## src/rtl/i2c_cfg_sequencer.sv

```systemverilog
// Walks a reg/data table and issues one 3-byte I2C write (dev, reg, data) per entry; cmd_valid two cycles after start, held until cmd_ready.
// Define I2C_CFG_RETRY_EN to retry a NACKed entry (after a GAP) up to MAX_RETRY times before flagging err.
module i2c_cfg_sequencer #(
   parameter int unsigned NUM_ENTRIES = 8,
   parameter logic [6:0]  DEV_ADDR    = 7'h1A,
   parameter int unsigned GAP_CYCLES  = 16,
   parameter int unsigned MAX_RETRY   = 3,
   parameter bit          AUTO_START  = 1'b1
) (
   input  logic        clk,
   input  logic        rst_n,
   input  logic        start,
   output logic [7:0]  rom_addr,
   input  logic [15:0] rom_data,
   output logic        cmd_valid,
   input  logic        cmd_ready,
   output logic        cmd_start,
   output logic        cmd_stop,
   output logic [7:0]  cmd_data,
   input  logic        rsp_valid,
   input  logic        rsp_nack,
   output logic        busy,
   output logic        done,
   output logic        err,
   output logic [7:0]  err_idx
);

   typedef enum logic [3:0] {
      S_IDLE,
      S_LOAD,
      S_SEND_DEV,
      S_WAIT_DEV,
      S_SEND_REG,
      S_WAIT_REG,
      S_SEND_DAT,
      S_WAIT_DAT,
      S_GAP,
      S_FAIL
   } state_e;

   // Comparing against the last index lets NUM_ENTRIES=256 finish without a 9-bit counter.
   localparam logic [7:0] LAST_IDX = 8'(NUM_ENTRIES - 1);
   localparam int unsigned GW = (GAP_CYCLES < 2) ? 1 : $clog2(GAP_CYCLES);
   localparam logic [GW-1:0] GAP_LOAD = GW'(GAP_CYCLES - 1);

   state_e         state_q, state_d;
   logic [7:0]     idx_q, idx_d;
   logic [7:0]     reg_q, reg_d;
   logic [7:0]     dat_q, dat_d;
   logic [GW-1:0]  gap_q, gap_d;
   logic           busy_q, busy_d;
   logic           done_q, done_d;
   logic           err_q, err_d;
   logic [7:0]     err_idx_q, err_idx_d;
   logic           auto_q;
   logic           nack;
   logic           gap_ok;

`ifdef I2C_CFG_RETRY_EN
   localparam int unsigned RW = (MAX_RETRY < 2) ? 1 : $clog2(MAX_RETRY + 1);
   logic [RW-1:0]  retry_q, retry_d;
   logic           ok_q, ok_d;

   // ok_q distinguishes a completed entry from a retry pass through GAP.
   assign gap_ok = ok_q;

   always_ff @(posedge clk or negedge rst_n) begin
      if (!rst_n) begin
         retry_q <= '0;
         ok_q    <= 1'b0;
      end else begin
         retry_q <= retry_d;
         ok_q    <= ok_d;
      end
   end
`else
   assign gap_ok = 1'b1;
`endif

   always_ff @(posedge clk or negedge rst_n) begin
      if (!rst_n) begin
         state_q   <= S_IDLE;
         idx_q     <= '0;
         reg_q     <= '0;
         dat_q     <= '0;
         gap_q     <= '0;
         busy_q    <= 1'b0;
         done_q    <= 1'b0;
         err_q     <= 1'b0;
         err_idx_q <= '0;
         auto_q    <= AUTO_START;
      end else begin
         state_q   <= state_d;
         idx_q     <= idx_d;
         reg_q     <= reg_d;
         dat_q     <= dat_d;
         gap_q     <= gap_d;
         busy_q    <= busy_d;
         done_q    <= done_d;
         err_q     <= err_d;
         err_idx_q <= err_idx_d;
         auto_q    <= 1'b0;
      end
   end

   always_comb begin
      state_d   = state_q;
      idx_d     = idx_q;
      reg_d     = reg_q;
      dat_d     = dat_q;
      gap_d     = gap_q;
      busy_d    = busy_q;
      done_d    = done_q;
      err_d     = err_q;
      err_idx_d = err_idx_q;
      nack      = 1'b0;
      cmd_valid = 1'b0;
      cmd_start = 1'b0;
      cmd_stop  = 1'b0;
      cmd_data  = '0;
`ifdef I2C_CFG_RETRY_EN
      retry_d   = retry_q;
      ok_d      = ok_q;
`endif

      case (state_q)
         S_IDLE: begin
            if (start || auto_q) begin
               busy_d    = 1'b1;
               done_d    = 1'b0;
               err_d     = 1'b0;
               err_idx_d = '0;
               idx_d     = '0;
               state_d   = S_LOAD;
`ifdef I2C_CFG_RETRY_EN
               retry_d   = '0;
               ok_d      = 1'b0;
`endif
            end
         end
         S_LOAD: begin
            reg_d   = rom_data[15:8];
            dat_d   = rom_data[7:0];
            state_d = S_SEND_DEV;
         end
         S_SEND_DEV: begin
            cmd_valid = 1'b1;
            cmd_start = 1'b1;
            cmd_data  = {DEV_ADDR, 1'b0};
            if (cmd_ready) state_d = S_WAIT_DEV;
         end
         S_WAIT_DEV: begin
            if (rsp_valid) begin
               if (rsp_nack) nack = 1'b1;
               else          state_d = S_SEND_REG;
            end
         end
         S_SEND_REG: begin
            cmd_valid = 1'b1;
            cmd_data  = reg_q;
            if (cmd_ready) state_d = S_WAIT_REG;
         end
         S_WAIT_REG: begin
            if (rsp_valid) begin
               if (rsp_nack) nack = 1'b1;
               else          state_d = S_SEND_DAT;
            end
         end
         S_SEND_DAT: begin
            cmd_valid = 1'b1;
            cmd_stop  = 1'b1;
            cmd_data  = dat_q;
            if (cmd_ready) state_d = S_WAIT_DAT;
         end
         S_WAIT_DAT: begin
            if (rsp_valid) begin
               if (rsp_nack) begin
                  nack = 1'b1;
               end else begin
                  gap_d   = GAP_LOAD;
                  state_d = S_GAP;
`ifdef I2C_CFG_RETRY_EN
                  ok_d    = 1'b1;
`endif
               end
            end
         end
         S_GAP: begin
            if (gap_q != '0) begin
               gap_d = gap_q - GW'(1);
            end else if (!gap_ok) begin
               state_d = S_LOAD;
            end else if (idx_q == LAST_IDX) begin
               idx_d   = idx_q + 8'd1;
               busy_d  = 1'b0;
               done_d  = 1'b1;
               state_d = S_IDLE;
            end else begin
               idx_d   = idx_q + 8'd1;
               state_d = S_LOAD;
`ifdef I2C_CFG_RETRY_EN
               retry_d = '0;
               ok_d    = 1'b0;
`endif
            end
         end
         S_FAIL: begin
            state_d = S_IDLE;
         end
         default: begin
            state_d = S_IDLE;
         end
      endcase

      if (nack) begin
`ifdef I2C_CFG_RETRY_EN
         if (retry_q < RW'(MAX_RETRY)) begin
            retry_d = retry_q + RW'(1);
            ok_d    = 1'b0;
            gap_d   = GAP_LOAD;
            state_d = S_GAP;
         end else begin
            busy_d    = 1'b0;
            err_d     = 1'b1;
            err_idx_d = idx_q;
            state_d   = S_FAIL;
         end
`else
         busy_d    = 1'b0;
         err_d     = 1'b1;
         err_idx_d = idx_q;
         state_d   = S_FAIL;
`endif
      end
   end

   assign rom_addr = idx_q;
   assign busy     = busy_q;
   assign done     = done_q;
   assign err      = err_q;
   assign err_idx  = err_idx_q;

endmodule

```

## config.mk

```make
export PLATFORM = sky130hd
export DESIGN_NAME = i2c_cfg_sequencer
export DESIGN_NICKNAME = d
export VERILOG_FILES = /design/src/rtl/i2c_cfg_sequencer.sv
export SDC_FILE = /design/constraint.sdc
export NUM_CORES = 1
export LEC_CHECK = 0
export BUFFER_PORTS_ARGS = -buffer_cell sky130_fd_sc_hd__clkbuf_2
export CAP_MARGIN = 10
export CORE_MARGIN = 3
export CORE_UTILIZATION = 53
export DETAILED_ROUTE_END_ITERATION = 12
export HOLD_SLACK_MARGIN = 0.12
export PLACE_DENSITY = 0.87
export SLEW_MARGIN = 20
export SYNTH_ARGS = -nofsm -noshare
export SYNTH_HDL_FRONTEND = slang
export SYNTH_SLANG_ARGS = --single-unit
```

## constraint.sdc

```tcl
create_clock -name clk -period 2.9 [get_ports clk]
set_clock_uncertainty 0.2 [all_clocks]
set_input_delay 0 -clock clk [delete_from_list [all_inputs] [get_ports clk]]
set_output_delay 0 -clock clk [all_outputs]
set_load 0.1 [all_outputs]
```

==> impl_metrics.py <==
metrics = {
    "status": {
        "run_status": "finished, final reports clean",
    },
    "finish": {
        "utilization_pct": 73.22,
        "ant_diodes": 0,
        "nNetsFinal": 292,
        "n_fill_cell": 248,
        "syn2layout_area_growth_pct": 28.13,
        "drive_above_1_share_pct": 34.57,
    },
    "detailed_routing": {
        "drtPass1Iterations": 4,
        "drc": 0,
        "drt_iter0_drc": 103,
        "vias_per_cell": 5.505,
        "wirelength_um": 5097,
        "antenna_violating_nets_post_route": 0,
        "post_drt_wl_per_cell_um": 16.08,
        "detailroute.via_count": 1745,
    },
    "global_route": {
        "grtUsageTotal_pct": 22.24,
        "overflow": 0,
        "grt_pass1_vias": 1759,
        "grt_pass1_wl_um": 8666,
        "pin_count_of_the_biggest_net_entering_global_routing": 45,
        "grt_antenna_before_repair": 0,
    },
    "die": {
        "rows": 22,
        "die_width_um": 70,
        "effective_utilization_at_floorplan_pct": 57.15,
        "die_h_um": 70,
        "io_pins": 52,
        "floorplan.core_area_um2": 3799,
        "design.die.area_um2": 4900,
    },
    "sta": {
        "rsz_0062_raised_after_global_routing": "false",
        "final_setup_violation_count": 0,
        "total_negative_setup_slack_ns": 0,
        "timing_limited_maximum_frequency_mhz": 445.1,
        "timing.final.hold_violations": 0,
        "relSlewSlack_pct": 37.80,
        "worstMarginPinSlew_ns": 0.9330,
        "min_period_ns": 2.247,
        "timing.final.crit_share_pct": 77.48,
        "slew_viols_final": 0,
    },
    "worst_setup_path": {
        "critical_path.endpoint_type": "flip-flop",
        "timing.critical_path.arrival_ns": 2.21,
        "timing.critical_path.from_type": "flip-flop",
        "critPathRequiredTime_ns": 2.87,
        "worstPathMaxFanout": 10,
        "worst_setup_path_type": "reg2reg",
    },
    "cts": {
        "insertion_delay_ns": 0.30,
        "numCtsBuffers": 5,
        "post_cts_resized": 0,
        "clkSinkCount": 44,
        "tritoncts": "yes",
        "largest_buffer_count_on_any_clock_path": 2,
        "worst_setup_hold_path_clk_slew_ns": 0.09,
        "cts_hold_buf": 22,
        "root_buffer_cell": "sky130_fd_sc_hd__clkbuf_8",
        "clock_tree.htree_level_count": 2,
        "post-cts-setup-buffers": 0,
    },
    "yosys": {
        "syn_avg_cell_area_um2": 11.13,
        "postSynthRegisterBits": 44,
        "synth.yosys.seq_area_share_pct": 50.78,
        "number_of_instances_in_the_synthesized_netlist": 195,
        "syn-cell-area_um2": 2171,
        "netlist_top_cells_area": "sky130_fd_sc_hd__dfrtp_1 50%, sky130_fd_sc_hd__mux2_2 7.8%, sky130_fd_sc_hd__nor2_1 3.8%, sky130_fd_sc_hd__a22o_1 3.6%, sky130_fd_sc_hd__nor3_1 2.8%",
        "asyncSetResetFlopFracSynth_pct": 100.0,
        "yosys.area.top_type_share_pct": 49.57,
        "synth_nets": 219,
        "synth_edf_count": 0,
        "synth.largest_area_cell": "sky130_fd_sc_hd__dfrtp_1",
        "ys_warn_count": 0,
        "ys_types": 50,
        "synth_ff_type": "sky130_fd_sc_hd__dfrtp_1",
    },
    "hold_path": {
        "hold_removal_path_class": "in2async",
    },
    "placed_design": {
        "port-buffer-count": 51,
        "detailed_place_hpwl_um": 3192,
        "globalplace.congestion": 0.8475,
    },
    "power_and_ir_drop": {
        "cellPowerDensity_nw_per_um2": 1062,
        "power.leakage_nw": 1.289,
        "power.ir.vdd_worst_v": 0.0008263,
    },
    "flow_run": {
        "maxCapViolations": 0,
    },
}
## report_power, final
group / switching [W] / internal (W)
registers: 0.000174 / 0.000797
logic: 0.00114 / 0.000462
clock network: 0.000211 / 0.000168
## cell usage in the layout (no fill, tap or decap), types with 2 or more instances in the layout
cell type | netlist | final
sky130_fd_sc_hd__clkbuf_8 | 0 | 5
sky130_fd_sc_hd__dlygate4sd3_1 | 0 | 22
sky130_fd_sc_hd__mux2_1 | 2 | 2
sky130_fd_sc_hd__a22o_1 | 9 | 9
sky130_fd_sc_hd__nand3_1 | 4 | 4
sky130_fd_sc_hd__dfrtp_1 | 43 | 43
sky130_fd_sc_hd__nor4_2 | 2 | 2
sky130_fd_sc_hd__inv_1 | 5 | 5
sky130_fd_sc_hd__nor2b_1 | 2 | 2
sky130_fd_sc_hd__xor2_1 | 2 | 2
sky130_fd_sc_hd__clkbuf_2 | 0 | 50
sky130_fd_sc_hd__ha_1 | 2 | 2
sky130_fd_sc_hd__clkinv_2 | 0 | 2
sky130_fd_sc_hd__xnor2_1 | 4 | 4
sky130_fd_sc_hd__buf_4 | 0 | 3
sky130_fd_sc_hd__nor2_4 | 2 | 2
sky130_fd_sc_hd__nor3_2 | 0 | 3
sky130_fd_sc_hd__nand2_1 | 7 | 7
sky130_fd_sc_hd__nor3b_1 | 2 | 2
sky130_fd_sc_hd__a21oi_1 | 10 | 10
sky130_fd_sc_hd__and3_1 | 2 | 2
sky130_fd_sc_hd__or2_2 | 2 | 2
sky130_fd_sc_hd__nor2_1 | 22 | 22
sky130_fd_sc_hd__o21ai_0 | 3 | 3
sky130_fd_sc_hd__mux2_2 | 15 | 15
sky130_fd_sc_hd__mux2i_1 | 5 | 5
sky130_fd_sc_hd__nor3_1 | 12 | 9
sky130_fd_sc_hd__nand4_1 | 3 | 3
## cell usage after synthesis, drive strengths merged (4+ instances only)
library cell	instances
a21oi	10
buf	7
dfrtp	43
mux2	17
mux2i	5
nor3	12
nand3	4
nor2	25
inv	5
nand2	7
nor4	4
a22o	9
xnor2	4
## layout make-up
cell class                      instances  area (um2)  share of cell area (%)
Inverter                                5       18.77                  0.6748
Multi-Input combinational cell        136        1015                   36.48
Clock inverter                          3       18.77                  0.6748
Clock buffer                            5       68.82                   2.474
Timing Repair Buffer                   76       498.0                   17.90
Tap cell                               48       60.06                   2.159
Sequential cell                        44        1102                   39.63
## critical path, stage by stage (launching register included)
cell and delay (ns):
sky130_fd_sc_hd__dfrtp_1 0.41, sky130_fd_sc_hd__inv_1 0.07, sky130_fd_sc_hd__ha_1 0.20, sky130_fd_sc_hd__nor3b_1 0.47, sky130_fd_sc_hd__nor2_4 0.12, sky130_fd_sc_hd__o41ai_1 0.48
sky130_fd_sc_hd__a31oi_1 0.16
## path summary, 6_finish.rpt
check                      cells past startpoint         end   startpoint  slack (ns)
min in group clk                               3    dat_q[5]  rom_data[5]        0.26
hold / removal                                 2    dat_q[2]        rst_n        0.18
max in group asynchronous                      2  err_idx[0]        rst_n        1.73
setup / recovery                               6  state_q[2]     gap_q[0]        0.65
setup reg to reg                               6  state_q[2]     gap_q[0]        0.65
hold reg to reg                                1  err_idx[4]   err_idx[4]        0.30
## layer usage
| metal | vias to the layer above | part of all wire (%) | track usage [%] |
|---|---|---|---|
| li1 | 845 | - | - |
| met1 | 838 | 43 | 29.67 |
| met2 | 52 | 50 | 35.68 |
| met3 | 10 | 4.9 | 3.453 |
| met4 | 0 | 2.1 | 10.00 |
| met5 | - | 0 | 0 |
## per-stage QoR
stage                     instances  hold slack, ns  setup WS (ns)  area [um2]  power (W)
after floorplan                 195         -0.4956         0.2970        2192   0.002277
after global placement          287         0.02563         0.7978        2474   0.002485
after detailed placement        287         0.03638         0.7503        2474   0.002517
after CTS                       317          0.2487         0.7195        2781   0.002917
after global routing            317          0.2777         0.5707        2781   0.003102
final                           317          0.1776         0.6532        2781   0.002954
## cells by family (layout without fill, tap and decap cells)
logic type / after synthesis / after routing / share of synthesized area [%]
xor+xnor: 6 / 6 / 2.421
flops: 44 / 44 / 50.78
other cells: 1 / 1 / 0.1727
simple gates: 77 / 77 / 21.96
buf+inv: 15 / 89 / 3.458
mux: 22 / 22 / 11.12
fa+ha+maj: 2 / 2 / 1.153
compound gates: 28 / 28 / 8.934
## state kept, by name (all words and copies together), names as in the netlist, 4 cells and up
name      cells
dat_q         8
rom_addr      8
reg_q         8
err_idx       8
state_q       4
gap_q         4
(Power assumes the default switching activity.)
